### config.mk
export PLATFORM = sky130hd
export DESIGN_NAME = ula_arbiter
export DESIGN_NICKNAME = d
export VERILOG_FILES = /design/src/rtl/ula_arbiter.sv
export SDC_FILE = /design/constraint.sdc
export NUM_CORES = 1
export LEC_CHECK = 0
export CORE_AREA = 2 2 114 171
export CTS_CLUSTER_SIZE = 12
export DETAILED_ROUTE_END_ITERATION = 10
export DIE_AREA = 0 0 116 173
export PLACE_DENSITY = 0.83
export SETUP_SLACK_MARGIN = 0.05
export SYNTH_ARGS = -nofsm -noshare
export SYNTH_HDL_FRONTEND = slang
export SYNTH_SLANG_ARGS = --single-unit
### constraint.sdc
create_clock -name clock -period 5.37 [get_ports clock]
set_clock_uncertainty 0.15 [all_clocks]
set_input_delay 0.537 -clock clock [delete_from_list [all_inputs] [get_ports clock]]
set_output_delay 0.537 -clock clock [all_outputs]
set_load 0.02 [all_outputs]
### src/rtl/ula_arbiter.sv
// ula_arbiter: round-robin arbiter and two-step sequencer for one shared ULA.
// Ports:
//   clock, reset            rising-edge clock, synchronous active-high reset
//   pN_req_valid/ready      request handshake (N = 0, 1); ready is combinational
//   pN_a, pN_b, pN_op       operands and opcode, latched at acceptance
//   pN_rsp_valid/ready      response handshake, valid held until ready
//   pN_rsp_data/flag/err    registered ULA result, flag, illegal-opcode error
//   alu_a, alu_b, alu_opcode  drives to the ULA
//   alu_out, alu_flag       results from the ULA
//   busy                    high whenever the sequencer is not idle
module ula_arbiter #(
  parameter int unsigned DATA_W = 32,
  localparam int unsigned OP_W = 5,
  parameter logic [OP_W-1:0] NOP_OP = 5'b00010
) (
  input  logic              clock,
  input  logic              reset,
  input  logic              p0_req_valid,
  output logic              p0_req_ready,
  input  logic [DATA_W-1:0] p0_a,
  input  logic [DATA_W-1:0] p0_b,
  input  logic [OP_W-1:0]   p0_op,
  output logic              p0_rsp_valid,
  input  logic              p0_rsp_ready,
  output logic [DATA_W-1:0] p0_rsp_data,
  output logic              p0_rsp_flag,
  output logic              p0_rsp_err,
  input  logic              p1_req_valid,
  output logic              p1_req_ready,
  input  logic [DATA_W-1:0] p1_a,
  input  logic [DATA_W-1:0] p1_b,
  input  logic [OP_W-1:0]   p1_op,
  output logic              p1_rsp_valid,
  input  logic              p1_rsp_ready,
  output logic [DATA_W-1:0] p1_rsp_data,
  output logic              p1_rsp_flag,
  output logic              p1_rsp_err,
  output logic [DATA_W-1:0] alu_a,
  output logic [DATA_W-1:0] alu_b,
  output logic [OP_W-1:0]   alu_opcode,
  input  logic [DATA_W-1:0] alu_out,
  input  logic              alu_flag,
  output logic              busy
);

  localparam logic [2:0] S_IDLE  = 3'd0;
  localparam logic [2:0] S_SETUP = 3'd1;
  localparam logic [2:0] S_EXEC  = 3'd2;
  localparam logic [2:0] S_ERR   = 3'd3;
  localparam logic [2:0] S_RESP  = 3'd4;

  logic [2:0]        state;
  logic [2:0]        state_next;
  logic              last_grant;
  logic              owner;
  logic [OP_W-1:0]   op_q;
  logic              grant0;
  logic              grant1;
  logic              accept;
  logic [OP_W-1:0]   sel_op;
  logic [DATA_W-1:0] sel_a;
  logic [DATA_W-1:0] sel_b;
  logic              owner_rsp_ready;

  logic              rsp_valid_q [2];
  logic [DATA_W-1:0] rsp_data_q  [2];
  logic              rsp_flag_q  [2];
  logic              rsp_err_q   [2];

  // Opcodes the ULA implements; everything else is answered with rsp_err.
  function automatic logic op_legal(input logic [OP_W-1:0] op);
    logic legal;
    legal = 1'b1;
    if (op == 5'b00010 || op == 5'b00111) legal = 1'b0;
    if (op >= 5'b01010 && op <= 5'b01111) legal = 1'b0;
    return legal;
  endfunction

  // Arbitration and next-state logic.
  always_comb begin
    state_next      = state;
    grant0          = 1'b0;
    grant1          = 1'b0;
    owner_rsp_ready = owner ? p1_rsp_ready : p0_rsp_ready;
    if (state == S_IDLE && !reset) begin
      // With both requesting, the port that did not win last time goes first.
      grant0 = p0_req_valid && (!p1_req_valid || last_grant);
      grant1 = p1_req_valid && (!p0_req_valid || !last_grant);
    end
    accept = grant0 || grant1;
    sel_op = grant1 ? p1_op : p0_op;
    sel_a  = grant1 ? p1_a  : p0_a;
    sel_b  = grant1 ? p1_b  : p0_b;
    case (state)
      S_IDLE:  if (accept) state_next = op_legal(sel_op) ? S_SETUP : S_ERR;
      S_SETUP: state_next = S_EXEC;
      S_EXEC:  state_next = S_RESP;
      S_ERR:   state_next = S_RESP;
      S_RESP:  if (owner_rsp_ready) state_next = S_IDLE;
      default: state_next = S_IDLE;
    endcase
  end

  // State register.
  always_ff @(posedge clock) begin
    if (reset) state <= S_IDLE;
    else       state <= state_next;
  end

  // Request latch, ULA drive sequencing and per-port response registers.
  always_ff @(posedge clock) begin
    if (reset) begin
      last_grant <= 1'b1;
      owner      <= 1'b0;
      op_q       <= NOP_OP;
      alu_a      <= '0;
      alu_b      <= '0;
      alu_opcode <= NOP_OP;
      busy       <= 1'b0;
      for (int i = 0; i < 2; i++) begin
        rsp_valid_q[i] <= 1'b0;
        rsp_data_q[i]  <= '0;
        rsp_flag_q[i]  <= 1'b0;
        rsp_err_q[i]   <= 1'b0;
      end
    end else begin
      busy <= (state_next != S_IDLE);
      if (accept) begin
        last_grant <= grant1;
        owner      <= grant1;
        alu_a      <= sel_a;
        alu_b      <= sel_b;
        op_q       <= sel_op;
      end
      case (state)
        // The opcode change from NOP_OP is what makes the ULA evaluate.
        S_SETUP: alu_opcode <= op_q;
        S_EXEC: begin
          alu_opcode          <= NOP_OP;
          rsp_data_q[owner]   <= alu_out;
          rsp_flag_q[owner]   <= alu_flag;
          rsp_err_q[owner]    <= 1'b0;
          rsp_valid_q[owner]  <= 1'b1;
        end
        S_ERR: begin
          rsp_data_q[owner]   <= '0;
          rsp_flag_q[owner]   <= 1'b0;
          rsp_err_q[owner]    <= 1'b1;
          rsp_valid_q[owner]  <= 1'b1;
        end
        S_RESP: if (owner_rsp_ready) rsp_valid_q[owner] <= 1'b0;
        default: ;
      endcase
    end
  end

  assign p0_req_ready = grant0;
  assign p1_req_ready = grant1;
  assign p0_rsp_valid = rsp_valid_q[0];
  assign p0_rsp_data  = rsp_data_q[0];
  assign p0_rsp_flag  = rsp_flag_q[0];
  assign p0_rsp_err   = rsp_err_q[0];
  assign p1_rsp_valid = rsp_valid_q[1];
  assign p1_rsp_data  = rsp_data_q[1];
  assign p1_rsp_flag  = rsp_flag_q[1];
  assign p1_rsp_err   = rsp_err_q[1];

endmodule

==> results by stage, run 1 <==
Placed design:
- The final weighted congestion in routability-driven placement is 0.861.
- After legalization and detailed placement, the total HPWL measured 14.8 mm.
- OpenSTA, run right after detailed placement, puts the worst setup slack at 1.89 ns.
- Input and output buffers added on the ports amount to 318.
- The number of instances in the placed design is 1144.
- Once placement finished, the instance area stood at 0.00983 mm².

Flow run:
- Across the run, the number of max-cap violations was 0.

Synthesis:
- The number of flops mapped to enable cells by yosys is 70.
- By count the netlist is led by 80 x sky130_fd_sc_hd__dfxtp_1, 74 x sky130_fd_sc_hd__a21oi_1, 70 x sky130_fd_sc_hd__edfxtp_1.
- The number of different library cells in the post-synthesis netlist is 42.
- The cell area after synthesis is 0.00658 mm².
- The number of register bits inferred by synthesis is 150.
- For this run, asynchronously set or reset flops after synthesis account for 0%.
- The share of synthesized area in the top cell type comes to 32.0%.
- Ranked by total cell area, the synthesized netlist is headed by sky130_fd_sc_hd__edfxtp_1 32%, sky130_fd_sc_hd__dfxtp_1 24%, sky130_fd_sc_hd__a311oi_1 8.9%.
- Among all flip-flop cells after synthesis, the most frequent one is sky130_fd_sc_hd__dfxtp_1.
- Among all cell types in the netlist, the one instantiated most often is sky130_fd_sc_hd__dfxtp_1.
- The cell taking the most area after synthesis is sky130_fd_sc_hd__edfxtp_1.
- The synthesis warning total is 0.
- The number of standard cells after synthesis is 636.
- The number of nets in the synthesized netlist is 813.
- The post-synthesis sequential area ratio is 56.3%.
- The synthesized area per cell is 10.3 µm².

Drt:
- The total wirelength of the detailed-routed design is 21.2 mm.
- The number of nets with antenna violations after detailed routing is 0.
- Dividing the detail-routed wire length by the instance count gives 18.0 µm.
- Using the TritonRoute via totals, the vias-per-cell ratio works out to 5.31.
- The first detailed-routing pass ran for 5 iterations.
- Summing over every cut layer, the via total after detailed routing is 6249.
- The final routed DRC violation total is 0.
- The DRC marker count from the first detailed-route iteration is 461.

Power:
- In this run switching power makes up 30.9% of total power.
- The share of power burned in the clock network is 33.6%.
- The completed layout was analyzed and its total power is 3.37 mW.
- In this run the power spent charging and discharging nets is 1.04 mW.
- The sequential fraction of design power is 41.1%.
- In this run the power density over the cells is 324 mW/mm².
- Internal power comes to 2.33 mW.
- The analysis attributes to cell leakage a power of 3.51 nW.
- Of the total power, combinational logic draws 25.3%.
- The maximum ir drop on the vdd rail is 163 µV.

Critical path:
- The capturing point of the worst reg2reg path is alu_b[5].
- The data arrival time of the critical path is 2.79 ns.
- The worst reg-to-reg path cell count is 5.
- In this design, the stage delay of the slowest critical-path cell is 0.91 ns.
- The classification of the worst setup path is in -> out.
- Data on the critical path is required at its endpoint by 4.68 ns.
- The origin of the critical flop-to-flop path is state[0].
- The largest individual stage delay along the critical path comes from the cell sky130_fd_sc_hd__or4_4.
- Along the worst path, the maximum fanout reaches 74.
- The register-to-register setup slack is 2.48 ns.
- The most critical setup path has its startpoint at reset.
- The critical path goes through buf_2 -> buf_4 -> or4_4 -> nor3_4 -> clkdlybuf4s50_1.
- The endpoint kind of the worst setup timing path is a primary output.
- STA classifies the critical path startpoint as an input pin.

Finish:
- The sequential cells in the finished layout cover a total of 0.00370 mm².
- The area of combinational cells with multiple inputs is 0.00253 mm².
- The filler cells instantiated in the layout total 1632.
- Cells with a size suffix above 1 make up 5.84% of the layout.
- After the last flow step, the layout net total stands at 1088.
- Relative to the synthesized area, the layout overhead comes to 58.0%.
- After routing the design area is 0.0104 mm².
- Once layout is complete, the cells apart from fillers number 1176.
- The repair_antennas step left the layout with diodes totalling 0.
- The utilization after layout is 56.3%.

STA:
- The final-report max-slew violation count is 0.
- The worst path uses 64.8% of the clock period.
- The headroom to the max-slew limit is 25.3%.
- The worst-case setup margin in the final layout is 1.89 ns.
- The worst path in the final design needs a cycle of 3.48 ns, including I/O delays and setup.
- Hold timing on the final database bottoms out at a slack of 0.321 ns.
- Setup repair after global routing left no endpoint under its margin.
- The transition time of the tightest slew-check pin is 1.12 ns.
- The final-report setup violation count is 0.
- Derived from the worst setup path, the maximum achievable clock frequency is 287 MHz.
- The final-layout setup total negative slack is 0 ns.
- The hold violation total from the final report is 0.

Floorplanning:
- For this design the top-level I/O count stands at 319.
- The area of the die is 0.0201 mm².
- The floorplan die width is 116 µm.
- The floorplan has 61 rows.
- The die boundary height is 173 µm.
- In this run the standard cell core region covers 0.0185 mm².
- The starting utilization of the core area is 35.6%.

Global routing:
- Global routing used 20.7% of the available tracks.
- The overflow left after global routing is 0.
- The initial antenna violation count was 0.
- The via count of the first global-routing pass is 6199.
- The first global-routing pass estimated 32.6 mm of wire.
- The maximum number of pins on one net before global-route repair is 75.

Clocking:
- The CTS clock-pin slew for the worst setup and hold paths is 0.06 ns.
- The post-CTS setup buffer count is 0.
- The latest clock arrival within the worst-skew pair is 0.40 ns.
- The longest clock path from root to sink contains 2 buffers.
- TritonCTS built the clock tree.
- The clock drives 150 sinks.
- After clock tree synthesis, the repair step resized 0 gates.
- Clock tree synthesis inserted a total of 17 buffers.
- Clock tree synthesis selected as its root buffer the cell sky130_fd_sc_hd__clkbuf_16.
- The total of hold buffers inserted after clock tree synthesis is 0.
- CTS built an H-tree with a depth of 4.

Run status:
- The run finished with clean final reports.

Worst hold path:
- The hold-critical path depth is 2.
- For hold timing, the worst endpoint is alu_opcode[3].
- The worst min-delay path category is reg -> reg.
- The worst hold path begins at alu_opcode[3].
[logic make-up (layout without fill, tap and decap cells)]
kind of cell	Yosys count	count (layout)	share of synthesized area, %
simple gates	172	172	15.1
xor+xnor	1	1	0.133
mux	1	1	0.152
flops	150	150	56.3
compound gates	235	235	22.5
buf+inv	77	365	5.75
[worst max path at each step]
stage | to | slack, ns | cells after the start
after floorplan | rsp_data_q[0][0] | 1.73 | 3
after global placement | p0_req_ready | 1.89 | 5
after detailed placement | p0_req_ready | 1.89 | 5
after CTS | p0_req_ready | 1.89 | 5
after global routing | p0_req_ready | 1.77 | 3
final | p0_req_ready | 1.89 | 5
[layout by cell type, fill, tap and decap left out, drive strengths merged]
| master | count |
|---|---|
| nand2 | 8 |
| a31oi | 1 |
| o32a | 1 |
| edfxtp | 70 |
| nor3b | 5 |
| and2 | 72 |
| o22ai | 1 |
| or4 | 1 |
| o221a | 1 |
| a211oi | 2 |
| a311oi | 67 |
| nor2b | 4 |
| clkinvlp | 2 |
| nand3 | 68 |
| dfxtp | 80 |
| o21a | 2 |
| o21ai | 77 |
| a21bo | 1 |
| nor4 | 2 |
| a21boi | 1 |
| nor3 | 5 |
| a21oi | 74 |
| mux2i | 1 |
| o211ai | 2 |
| nor2 | 3 |
| clkbuf | 17 |
| buf | 12 |
| a221oi | 1 |
| nand2b | 2 |
| inv | 12 |
| o41ai | 1 |
| o21bai | 2 |
| or3 | 1 |
| clkdlybuf4s50 | 317 |
| clkinv | 5 |
| xnor2 | 1 |
| a21o | 1 |
| or2 | 1 |
[cell type report]
class                      instances  area share (%)
sequential                       150            35.6
clock buffer                      17            4.09
tap                              252            3.03
multi-input combinational        409            24.4
inverter                           4           0.144
timing repair buffer             329            31.4
clock inverter                    15            1.31
[power by group through the flow]
| stage | Clock [mW] | Sequential (mW) | Combinational, mW |
|---|---|---|---|
| 6_report | 1.13 | 1.39 | 0.851 |
| 5_1_grt | 1.20 | 1.40 | 0.913 |
| 4_1_cts | 1.15 | 1.39 | 0.858 |
| 3_5_place_dp | 0 | 1.41 | 0.856 |
| 3_3_place_gp | 0 | 1.40 | 0.846 |
| 2_1_floorplan | 0 | 1.53 | 0.321 |
[worst max-delay path, delay by kind of cell]
| family | cells | cell delay [ns] |
|---|---|---|
| buf+inv | 3 | 1.02 |
| simple gates | 2 | 1.20 |
[state kept, by name, indices dropped and copies added (netlist names), 2 cells and up]
register and flops:
alu_a 32, rsp_flag_q 2, alu_b 32, rsp_data_q 64, state 3, rsp_err_q 2
rsp_valid_q 2, alu_opcode 5, op_q 5
[per-layer routing]
| layer | vias up | global-route usage (%) | share of wire [%] | wire (µm) |
|---|---|---|---|---|
| met5 | - | 0 | 0 | 0 |
| met3 | 64 | 5.26 | 7.8 | 1650 |
| met4 | 0 | 12.0 | 5.0 | 1060 |
| li1 | 2964 | - | - | - |
| met1 | 2901 | 22.6 | 36 | 7550 |
| met2 | 320 | 35.7 | 52 | 10900 |
(Power assumes the default switching activity.)
==> inputs of run 2 (changes only) <==
- clock period: 5.37 -> 3.5 ns (I/O delays scaled with it)
==> run 2 against run 1 <==
Against the previous run: setup slack worse by 1.5 ns; first-iteration DRC count down 1.3%; critical endpoint is now p1_req_ready; sequential share of layout area down 0.20 points.
==> results by stage, run 2 (synthesis results as in run 1) <==
STA:
- Setup repair after global routing left no endpoint under its margin.
- At the pin with the least slew margin, the transition time is 1.10 ns.
- Hold timing on the final database bottoms out at a slack of 0.334 ns.
- The final-report max-slew violation count is 0.
- The hold violation total from the final report came to 0.
- The shortest clock period the worst path allows after layout is 3.14 ns.
- For the final routed database, the setup TNS stands at 0 ns.
- In the finished design, the share of the clock period the worst path needs comes to 89.6%.
- Setup violations remaining at the end of the flow were counted as 0.
- The upper clock frequency limit is 319 MHz.
- The headroom to the max-slew limit is 26.6%.

Floorplanning:
- The region available for standard cell placement spans 0.0185 mm².
- Once the floorplan was initialized, standard cells occupied 35.6% of the core.
- From left edge to right edge, the die measures 116 µm.
- The die is 173 µm tall.
- The die covers 0.0201 mm².
- The count of boundary I/O pins is 319.
- After floorplanning, the core was divided into 61 placement rows.

Finish:
- The share of layout cells above drive strength 1 is 6.26%.
- The library cell used most frequently in the layout, excluding fill and tap cells, is sky130_fd_sc_hd__clkdlybuf4s50_1.
- Leaving out fill and tap cells, the most frequent cells in the layout are 317 x sky130_fd_sc_hd__clkdlybuf4s50_1, 80 x sky130_fd_sc_hd__dfxtp_1, 74 x sky130_fd_sc_hd__a21oi_1.
- The number of flip-flops in the largest register is 64.
- The largest registers in the layout are rsp_data_q x64, alu_a x32, alu_b x32.
- rsp_data_q holds more flip-flops than any other register.
- At the end of the flow, the number of nets in the layout was 1091.
- Relative to the synthesized area, the layout overhead comes to 59.0%.

Placed design:
- Detailed placement finished with a half-perimeter wire length of 15.3 mm.
- At the end of routability-driven placement, the weighted congestion stood at 0.863.
- The number of port buffers is 318.

Critical path:
- Along the worst path, the maximum fanout reaches 31.
- The capturing point of the worst reg2reg path is rsp_data_q[0][7].
- The most critical setup path has its startpoint at state[0].
- The worst setup path is of the reg -> out kind.
- The register-to-register setup slack is 1.05 ns.
- The origin of the critical flop-to-flop path is state[1].
- The end point of the critical path is p1_req_ready.
- The worst setup path is captured at a primary output.
- The data arrival time of the critical path is 2.64 ns.
- The worst reg-to-reg path cell count is 2.
- STA classifies the critical path startpoint as a register.
- The required time at the worst-slack endpoint is 3.00 ns.

Power:
- The sequential fraction of design power is 40.4%.
- The reported leakage power is 3.55 nW.
- The share of total power dissipated in the clock network is 34.6%.
- Summed over all nets, the switching power comes to 1.66 mW.
- The fraction of power spent switching nets is 31.6%.
- VDD sags by at most 251 µV.
- The power density relative to cell area is 504 mW/mm².
- The share of total power dissipated in combinational logic is 25.0%.
- The internal portion of the total power is 3.60 mW.

Drt:
- The routed design has 22.0 mm of wire.
- The post-detailed-route via-to-cell ratio is 5.37.
- The DRC marker count from the first detailed-route iteration is 455.
- The total via count in the routed design is 6336.
- The detail-routed net length per standard cell is 18.6 µm.
- Once detail routing completed, the nets flagged for antenna violations numbered 0.
- The final routed DRC violation total is 0.
- For this run, the detailed router's first-pass iteration total came to 5.

Worst hold path:
- The worst min-delay path category is reg -> reg.

Clocking:
- The cell at the root of the clock tree is sky130_fd_sc_hd__clkbuf_16.
- The post-CTS setup buffer count is 0.
- Once the clock tree was built, the resizer swapped 0 gates to a different size.
- No sink is reached through more buffers than the 2 on the longest clock path.
- Buffers inserted to repair hold after CTS numbered 0.
- The clock tree from TritonCTS is built.
- The total number of H-tree levels is 4.
- The number of buffers created by CTS is 17.
- The CTS clock-pin slew for the worst setup and hold paths is 0.07 ns.
- The clock reaches the later pin of the worst-skew pair after 0.41 ns.
- The count of clock tree sinks is 150.

Flow run:
- The tool flagged a number of max-cap violations equal to 0.

Global routing:
- The initial antenna violation count is 1.
- Entering global routing, the biggest net connects 81 pins.
- The first global-routing pass estimated 33.5 mm of wire.
- After global routing the overflow that remains totals 0.
- The via count of the first global-routing pass came to 6215.
- Global routing consumed, over all layers together, 21.4% of the routing resources.

Run status:
- The flow ran to the end, and the final reports show no timing, DRC or antenna violations.
run 2: cell count changes in the layout (fill, tap and decap cells not counted):
cell                         change
sky130_fd_sc_hd__inv_6           -4
sky130_fd_sc_hd__inv_8           +4
sky130_fd_sc_hd__buf_4           +3
sky130_fd_sc_hd__clkinv_8        +2
sky130_fd_sc_hd__clkinv_1        -1
sky130_fd_sc_hd__clkinv_4        +1
sky130_fd_sc_hd__clkinvlp_2      -1
sky130_fd_sc_hd__clkinvlp_4      -1
sky130_fd_sc_hd__diode_2         +1
run 2: layout make-up:
cell class	instances	area, µm²
tap	252	315
fill	1607	8020
clock inverter	15	171
antenna	1	2.50
multi-input combinational	409	2530
timing repair buffer	332	3280
sequential	150	3700
clock buffer	17	425
inverter	4	15.0
run 2: worst max-delay path, stage by stage (launching register included):
cell	delay, ns
sky130_fd_sc_hd__dfxtp_1	0.48
sky130_fd_sc_hd__or4_4	0.78
sky130_fd_sc_hd__nor2_1	0.30
sky130_fd_sc_hd__clkdlybuf4s50_1	0.66
run 2: worst min-delay path by stage:
stage	slack (ns)	startpoint	to	depth (start not counted)
after global routing	0.36	p1_a[6]	alu_a[6]	3
after detailed placement	0.32	alu_opcode[0]	alu_opcode[0]	2
after floorplan	0.34	op_q[0]	op_q[0]	2
final	0.33	alu_opcode[0]	alu_opcode[0]	2
after global placement	0.32	alu_opcode[0]	alu_opcode[0]	2
after CTS	0.33	alu_opcode[0]	alu_opcode[0]	2
run 2: routing by layer:
layer	global-route usage, %	routed length [µm]	vias up
met4	9.52	830	0
met3	5.47	1620	57
met2	37.0	11300	333
li1	-	-	2970
met1	24.6	8210	2976
met5	0	0	-
run 2: power by group through the flow:
stage	Clock (mW)	Sequential, mW	Combinational (mW)
after CTS	1.87	2.13	1.32
after global routing	1.94	2.15	1.41
final	1.82	2.13	1.32
after floorplan	0	2.34	0.493
after global placement	0	2.16	1.30
after detailed placement	0	2.17	1.32
run 2: through the flow:
stage | area [µm²] | std cells | util (%) | power, mW | worst slack [ns]
2_1_floorplan | 6580 | 636 | - | 2.84 | 0.779
3_3_place_gp | 9850 | 1147 | 53.3 | 3.46 | 0.808
3_5_place_dp | 9850 | 1147 | 53.3 | 3.49 | 0.798
4_1_cts | 10400 | 1179 | 56.6 | 5.32 | 0.364
5_1_grt | 10500 | 1180 | 56.6 | 5.50 | 0.298
6_report | 10500 | 1180 | 56.6 | 5.27 | 0.363
==> inputs of run 3 (changes only) <==
- clock period: 3.5 -> 3.6 ns (I/O delays scaled with it)
==> run 3 against run 2 <==
Against the previous run: setup slack better by 0.099 ns; first-iteration DRC count down 20%; sequential power down 3%; critical endpoint unchanged.
==> results by stage, run 3 (synthesis results as in run 1) <==
Run status:
- The run finished with clean final reports.

STA:
- The worst-case setup margin in the final layout is 0.462 ns.
- The period utilization is 87.2%.
- In this run the tightest slew margin relative to its limit is 25.9%.
- Setup violations remaining at the end of the flow were counted as 0.
- Setup repair after global routing left no endpoint under its margin.
- Timing would allow up to 319 MHz.
- Subtracting the final worst setup slack from the clock period gives 3.14 ns.
- The final-layout setup total negative slack is 0 ns.
- The hold violation total from the final report was 0.
- The final-report max-slew violation count came to 0.
- The transition time of the tightest slew-check pin is 1.11 ns.

Global routing:
- Global routing consumed, over all layers together, 21.5% of the routing resources.
- The initial antenna violation count was 0.
- The via count of the first global-routing pass is 6045.
- The overflow left after global routing is 0.
- The first-pass GRT wire length is 33.5 mm.
- The maximum number of pins on one net before global-route repair is 81.

Floorplanning:
- The die boundary height is 173 µm.
- The area of the core region is 0.0185 mm².
- The count of boundary I/O pins is 319.
- The floorplan die width is 116 µm.
- For this configuration, the core starts out at a cell density of 35.6%.
- The area of the die is 0.0201 mm².
- The cell row count is 61.

Placed design:
- The number of port buffers is 318.
- The pre-CTS setup slack is 0.856 ns.
- The placed wire-length estimate is 15.2 mm.
- The number of instances in the placed design is 1146.
- The final weighted congestion in routability-driven placement is 0.875.

Finish:
- In the layout the commonest cells are 317 x sky130_fd_sc_hd__clkdlybuf4s50_1, 80 x sky130_fd_sc_hd__dfxtp_1, 74 x sky130_fd_sc_hd__a21oi_1.
- The post-layout net count is 1090.
- Leaving out fill and tap cells, the most frequent cell in the layout is sky130_fd_sc_hd__clkdlybuf4s50_1.
- The area growth from synthesis to final layout is 58.9%.
- In the final layout, the registers with the most flip-flops are rsp_data_q x64, alu_a x32, alu_b x32.
- Ranked by flip-flop count, first place goes to rsp_data_q.
- In the final layout, the share of cells above drive strength 1 is 6.16%.
- The number of standard cells in the final layout excluding fillers is 1179.
- The number of flip-flops in the largest register is 64.
- The layout has 1576 filler cells.

Clocking:
- The clock tree from TritonCTS is built.
- Buffers added to address setup during post-CTS repair amount to 0.
- The number of gates resized after cts is 0.
- After clock tree synthesis, the clock-pin slew on the worst setup and hold paths is 0.07 ns.
- The number of buffers created by CTS is 17.
- The later pin in the worst-skew pair is clocked with a latency of 0.41 ns.
- The clock passes through at most 2 buffers.
- Clock tree synthesis selected as its root buffer the cell sky130_fd_sc_hd__clkbuf_16.
- The total number of H-tree levels is 4.
- The number of hold buffers added after CTS was 0.
- The count of clock tree sinks is 150.

Worst hold path:
- The worst min-delay path category is reg -> reg.
- The beginning of the worst hold path is alu_opcode[2].
- The worst hold path terminates at alu_opcode[2].
- The hold-critical path depth is 2.

Drt:
- The total wirelength of the detailed-routed design is 21.7 mm.
- The number of nets with antenna violations after detailed routing is 0.
- The detail-routed net length per standard cell is 18.4 µm.
- The total via count in the routed design is 6228.
- The first detailed-routing pass took 5 iterations.
- For this run, design rule violations remaining after detail routing come to 0.
- The DRC marker count from the first detailed-route iteration is 365.
- The post-detailed-route via-to-cell ratio is 5.28.

Critical path:
- The critical-path maximum fanout is 32.
- The delay contributed by the slowest stage of the critical path is 0.79 ns.
- The required time at the worst-slack endpoint is 3.09 ns.
- The classification of the worst setup path is reg -> out.
- The cell with the biggest individual delay on the critical path is sky130_fd_sc_hd__or4_4.
- The startpoint identified for the worst register-to-register timing path is state[1].
- The endpoint kind of the worst setup timing path is a primary output.
- Walking the worst path, the cells encountered are or4_4 -> nor2_1 -> clkdlybuf4s50_1.
- STA classifies the critical path startpoint as a register.
- The worst reg-to-reg path cell count is 2.
- The register-to-register setup slack is 1.13 ns.
- The data arrival time of the critical path is 2.63 ns.
- The endpoint identified for the worst register-to-register timing path is rsp_data_q[0][4].

Power:
- In this run the static leakage power is 3.53 nW.
- Total power for the finished layout comes to 5.11 mW.
- For this design the ratio of total power to cell area is 490 mW/mm².
- The maximum ir drop on the vdd rail is 222 µV.

Flow run:
- The number of maximum-capacitance constraint violations is 0.
-- run 3: power by group --
part	switching, mW	internal (mW)
clock network	0.786	0.981
registers	0.103	1.97
logic	0.676	0.600
total	1.56	3.55
-- run 3: area by class of cell --
class / instances / area (µm²) / share of cell area [%]
Antenna cell: 1 / 2.50 / 0.0240
Clock inverter: 15 / 163 / 1.56
Timing Repair Buffer: 331 / 3290 / 31.5
Tap cell: 252 / 315 / 3.02
Clock buffer: 17 / 425 / 4.07
Sequential cell: 150 / 3700 / 35.4
Multi-Input combinational cell: 409 / 2530 / 24.3
Inverter: 4 / 15.0 / 0.144
-- run 3: how the worst max path moves through the flow --
stage	end	slack (ns)	start	cells after the start
finish	p1_req_ready	0.46	state[0]	3
global route	p1_req_ready	0.35	state[0]	3
CTS	p1_req_ready	0.41	state[0]	3
detailed placement	rsp_data_q[0][19]	0.86	reset	4
global placement	p1_req_ready	0.86	reset	4
floorplan	rsp_data_q[0][0]	0.88	state[1]	3
-- run 3: stage by stage --
stage	utilization, %	hold slack (ns)	instance area, µm²
3_5_place_dp	53.4	0.323	9860
2_1_floorplan	-	0.338	6580
4_1_cts	56.6	0.324	10400
5_1_grt	56.6	0.358	10400
6_report	56.6	0.334	10400
3_3_place_gp	53.4	0.316	9860
-- run 3: worst max-delay path: cells and delay by family, from the launching register on --
kind,cells,cell delay (ns)
buffers and inverters,1,0.66
flip-flops,1,0.48
AND/OR/NAND/NOR,2,1.08
-- run 3: routing by layer --
metal	up-vias	track usage, %	share of wire [%]
li1	2960	-	-
met1	2948	24.9	38
met2	279	37.2	52
met3	41	4.84	6.1
met4	0	9.52	3.6
met5	-	0	0
==> RTL change 1: new RTL, settings of run 3 <==
`DATA_W`: 32 -> 48.
--- a/src/rtl/ula_arbiter.sv
+++ b/src/rtl/ula_arbiter.sv
@@ -9,7 +9,7 @@
 //   alu_out, alu_flag       results from the ULA
 //   busy                    high whenever the sequencer is not idle
 module ula_arbiter #(
-  parameter int unsigned DATA_W = 32,
+  parameter int unsigned DATA_W = 48,
   localparam int unsigned OP_W = 5,
   parameter logic [OP_W-1:0] NOP_OP = 5'b00010
 ) (
Interface: changed (9 resized); port bits go from 319 to 463. The function was not compared with the original's and may differ.
==> RTL change 1 against run 3 <==
Synthesized cell count increased by 33%. Area after synthesis is 40% higher. Global-route usage is 10 points higher. Non-clock buffer count increased by 146. Utilization increased by 23 points. Setup slack better by 0.14 ns. Register-to-register slack worse by 0.10 ns. Total power up 31%. Sequential cell count rose by 64. Count of clock-buffer cells in the layout rose by 16. Design area up 40%. Routed wire length grew 51%. Largest power group unchanged.
==> RTL change 1: results (changes against run 3) <==
result of the run finished clean (unchanged); hold-critical path endpoint alu_a[25] (was alu_opcode[2]); clock network power 1.97 mW (was 1.77 mW); overall fraction of global-route tracks in use 0.3159 (was 0.2147); routed wire length on met2 17310 um (was 11350 um); met1 Usage GRT 0.3192 (was 0.2488); antenna violations before repair 4 (was 0); Worst path slowest cell clkdlybuf4s50_1 (was or4_4); slowest stage delay, CP 0.66 ns (was 0.79 ns); number of buffers inserted by port buffering 462 (was 318); cell depth of the worst flop-to-flop path 5 (was 2); Min-Delay Path Depth 3 (was 2); number of nets in the finished design 1535 (was 1090); Routed met1 length 10590 um (was 8271 um); post-DP HPWL 24330 um (was 15160 um); drt first-iter violations 436 (was 365); worst min-delay path startpoint p1_a[25] (was alu_opcode[2]); Peak supply drop 342.8 uV (was 222.4 uV); sw power 1.926 mW (was 1.565 mW); commonest cells in the netlist nand2_1, dfxtp_1, nor2_1 (was dfxtp_1, a21oi_1, edfxtp_1); largest net degree at the start of global routing 102 (was 81); number of enable-type register cells in the synthesized netlist 102 (was 70); Critical Path Sink p0_req_ready (was p1_req_ready); peak fanout along the critical path 10 (was 32); maximum clock insertion buffer count 3 (was 2); final routed wire length divided by cell count 21.24 um (was 18.42 um); static power due to leakage 5.309 nW (was 3.531 nW); number of distinct library cell variants in the gate-level netlist after synthesis 38 (was 42); fraction of met2 tracks used by global routing 0.5721 (was 0.3723); via count of the first global-routing pass 8263 (was 6045); met3 routed wirelength 3605 um (was 1324 um); Worst slew margin 0.2432 (was 0.2593)
RTL change 1: cell count changes in the layout (fill, tap and decap cells not counted), moves of 6 or more:
cell,run 3,this run
nand2_1,8,200
a311oi_1,67,19
clkbuf_1,0,12
a311oi_2,0,80
a21oi_1,74,4
buf_12,1,7
nand3_1,68,0
o21ai_0,58,4
dfxtp_1,80,112
and2_1,68,100
edfxtp_1,70,102
nor2_1,3,110
clkdlybuf4s50_1,317,461
o21ai_1,18,0
RTL change 1: per-stage QoR:
step	instance area, um^2	hold slack [ns]	power [mW]	instances	setup WS [ns]
global route	14610	0.2870	6.924	1545	0.5143
finish	14610	0.2824	6.674	1545	0.6032
CTS	14600	0.2699	6.707	1541	0.5715
global placement	14010	0.3283	4.715	1506	0.8152
floorplan	9200	0.2870	3.858	848	1.056
detailed placement	14010	0.3350	4.753	1506	0.7231
RTL change 1: cell type report:
cell class | count | share of cell area
Clock inverter | 1 | 0.0005996
Inverter | 3 | 0.001199
Tap cell | 252 | 0.02159
Clock buffer | 33 | 0.03906
Antenna cell | 4 | 0.0006853
Multi-Input combinational cell | 561 | 0.2431
Sequential cell | 214 | 0.3632
Timing Repair Buffer | 477 | 0.3306
RTL change 1: timing repair:
action	4_1_cts	5_1_grt
hold buffers	1	0
resized for setup	0	0
endpoints found under the hold margin	3	0
buffers inserted	0	0
RTL change 1: cells by family (layout without fill, tap and decap cells):
logic type | count (synthesis) | in the layout | synth area share
AOI/OAI and AO/OA | 128 | 128 | 0.1714
muxes | 2 | 2 | 0.002176
xor gates and xnor gates | 2 | 2 | 0.001904
other | 0 | 4 | 0
buffers and inverters | 73 | 514 | 0.03958
and+or+nand+nor | 429 | 429 | 0.2084
DFF | 214 | 214 | 0.5766
==> RTL change 2: new RTL, settings of run 3 <==
Made on the original files. Make the reset (`reset`) asynchronous in 2 clocked blocks. Comments in the files are not updated.
--- a/src/rtl/ula_arbiter.sv
+++ b/src/rtl/ula_arbiter.sv
@@ -102,13 +102,13 @@
   end
 
   // State register.
-  always_ff @(posedge clock) begin
+  always_ff @(posedge clock or posedge reset) begin
     if (reset) state <= S_IDLE;
     else       state <= state_next;
   end
 
   // Request latch, ULA drive sequencing and per-port response registers.
-  always_ff @(posedge clock) begin
+  always_ff @(posedge clock or posedge reset) begin
     if (reset) begin
       last_grant <= 1'b1;
       owner      <= 1'b0;
Check against the original RTL: differs if reset is asserted again (counterexample within 4 cycles, from zero or initial values and one cycle with reset high); with reset held inactive, the same outputs for 4 cycles.
==> RTL change 2 against run 3 <==
Critical path depth grew 1. Setup slack gained 0.19 ns. Fmax increased by 6.3%. Design area fell by 0.85%. Area after synthesis is 3.7% lower. Sequential share of layout area grew 0.82 points. Sequential cell count unchanged. Utilization fell by 0.48 points. Non-clock buffer count is 6 lower. Final cell count up 1.0%. Routed wire length decreased by 16%. Critical path type unchanged.
Power is not compared: it rests on default switching activity, and its combinational part moved more than twofold at a synthesized area within 25%.
==> RTL change 2: results (changes against run 3) <==
result of the run finished clean (unchanged); gp weighted congestion 0.7639 (was 0.8754); final routed wire length divided by cell count 15.23 um (was 18.42 um); post-DP HPWL 13180 um (was 15160 um); drt first-iter violations 308 (was 365); Critical Path Sink p1_req_ready (unchanged); Worst slew margin 0.2806 (was 0.2593); Post-Place Cells 1159 (was 1146); fin worst setup slack 0.6474 ns (was 0.4617 ns); Worst path slowest cell clkdlybuf4s50_1 (was or4_4); Routed met1 length 6916 um (was 8271 um); met1 Usage GRT 0.2136 (was 0.2488); worst min-delay path startpoint p1_b[2] (was alu_opcode[2]); slack of the worst reg-to-reg path 1.02 ns (was 1.13 ns); ys flop type dfrtp_1 (was dfxtp_1); commonest cells in the netlist nand2_1, dfrtp_1, o21ai_0 (was dfxtp_1, a21oi_1, edfxtp_1); kind of cell adding the most delay to the critical path simple AND/OR/NAND/NOR gates (unchanged); final wirelength 18140 um (was 21720 um); total placed instance area 9766 um^2 (was 9857 um^2); met3 routed wirelength 1558 um (was 1324 um); via count of the first global-routing pass 5615 (was 6045); synthesized-area fraction occupied by ao, oa, aoi and oai cells 0.1383 (was 0.2255); ratio of cells with drive above 1 in the final layout 0.05325 (was 0.06156); global-route wire length before repair 29140 um (was 33550 um); drt pass-1 iters 4 (was 5); global-route met3 utilization 0.06344 (was 0.04837); number of nets in the finished design 1103 (was 1090); Post-Syn Nets 800 (was 813); share of cell area taken by muxes after synthesis 0.1109 (was 0.001522); maximum clock insertion buffer count 2 (unchanged); largest net degree at the start of global routing 132 (was 81); cell depth of the worst flop-to-flop path 5 (was 2); sequential cell area fraction in the yosys report 0.5935 (was 0.5633); via/cell ratio 4.739 (was 5.282); diode count 0 (was 1); parity-gate share of the synthesized area counting xor and xnor cells 0 (was 0.001332); endpoint of the worst register-to-register path p1_rsp_data[26] (was rsp_data_q[0][4]); peak fanout along the critical path 12 (was 32); worst hold slack 0.3233 ns (was 0.3337 ns); path class of the lowest-slack min-delay path in -> reg (was reg -> reg); hold-critical path endpoint alu_b[2] (was alu_opcode[2]); launching element of the worst setup path state[0] (unchanged); worst setup slack after placement 0.8144 ns (was 0.8562 ns); number of distinct library cell variants in the gate-level netlist after synthesis 34 (was 42); Min-Delay Path Depth 3 (was 2); largest cells by area after synthesis dfrtp_1, mux2i_1, nand2_1, o21ai_0, clkbuf_1 (was edfxtp_1, dfxtp_1, a311oi_1, and2_1, a21oi_1); overall fraction of global-route tracks in use 0.1853 (was 0.2147); number of buffers created by CTS 17 (unchanged); launch instance of the worst register-to-register path state[1] (unchanged); CP Data Arrival Time 2.44 ns (was 2.63 ns); Avg Cell Area, Syn 10.16 um^2 (was 10.34 um^2); share of async-settable or async-resettable flops after synthesis 1.000 (was 0); fraction of met2 tracks used by global routing 0.3129 (was 0.3723); slowest stage delay, CP 0.60 ns (was 0.79 ns); routed wire length on met2 9239 um (was 11350 um)
-- RTL change 2: cell count changes after synthesis, sizes merged, moves of 68 or more --
| cell | delta |
|---|---|
| a21oi | -68 |
| and2 | -72 |
| dfrtp | +147 |
| dfxtp | -80 |
| edfxtp | -70 |
| mux2i | +68 |
| nand2 | +170 |
-- RTL change 2: power by group through the flow --
stage | combinational [mW] | sequential, mW | clock (mW)
3_5_place_dp | 4.19 | 3.02 | 0
2_1_floorplan | 1.18 | 3.89 | 0
6_report | 4.13 | 3.00 | 1.78
3_3_place_gp | 4.10 | 2.99 | 0
5_1_grt | 4.48 | 3.11 | 1.90
4_1_cts | 4.19 | 3.01 | 1.83
-- RTL change 2: final cells by class --
cell class	count	area [um^2]
Clock buffer	18	429.2
Clock inverter	14	163.9
Fill cell	1599	8112
Inverter	8	35.03
Multi-Input combinational cell	424	2372
Sequential cell	150	3757
Tap cell	252	315.3
Timing Repair Buffer	325	3286
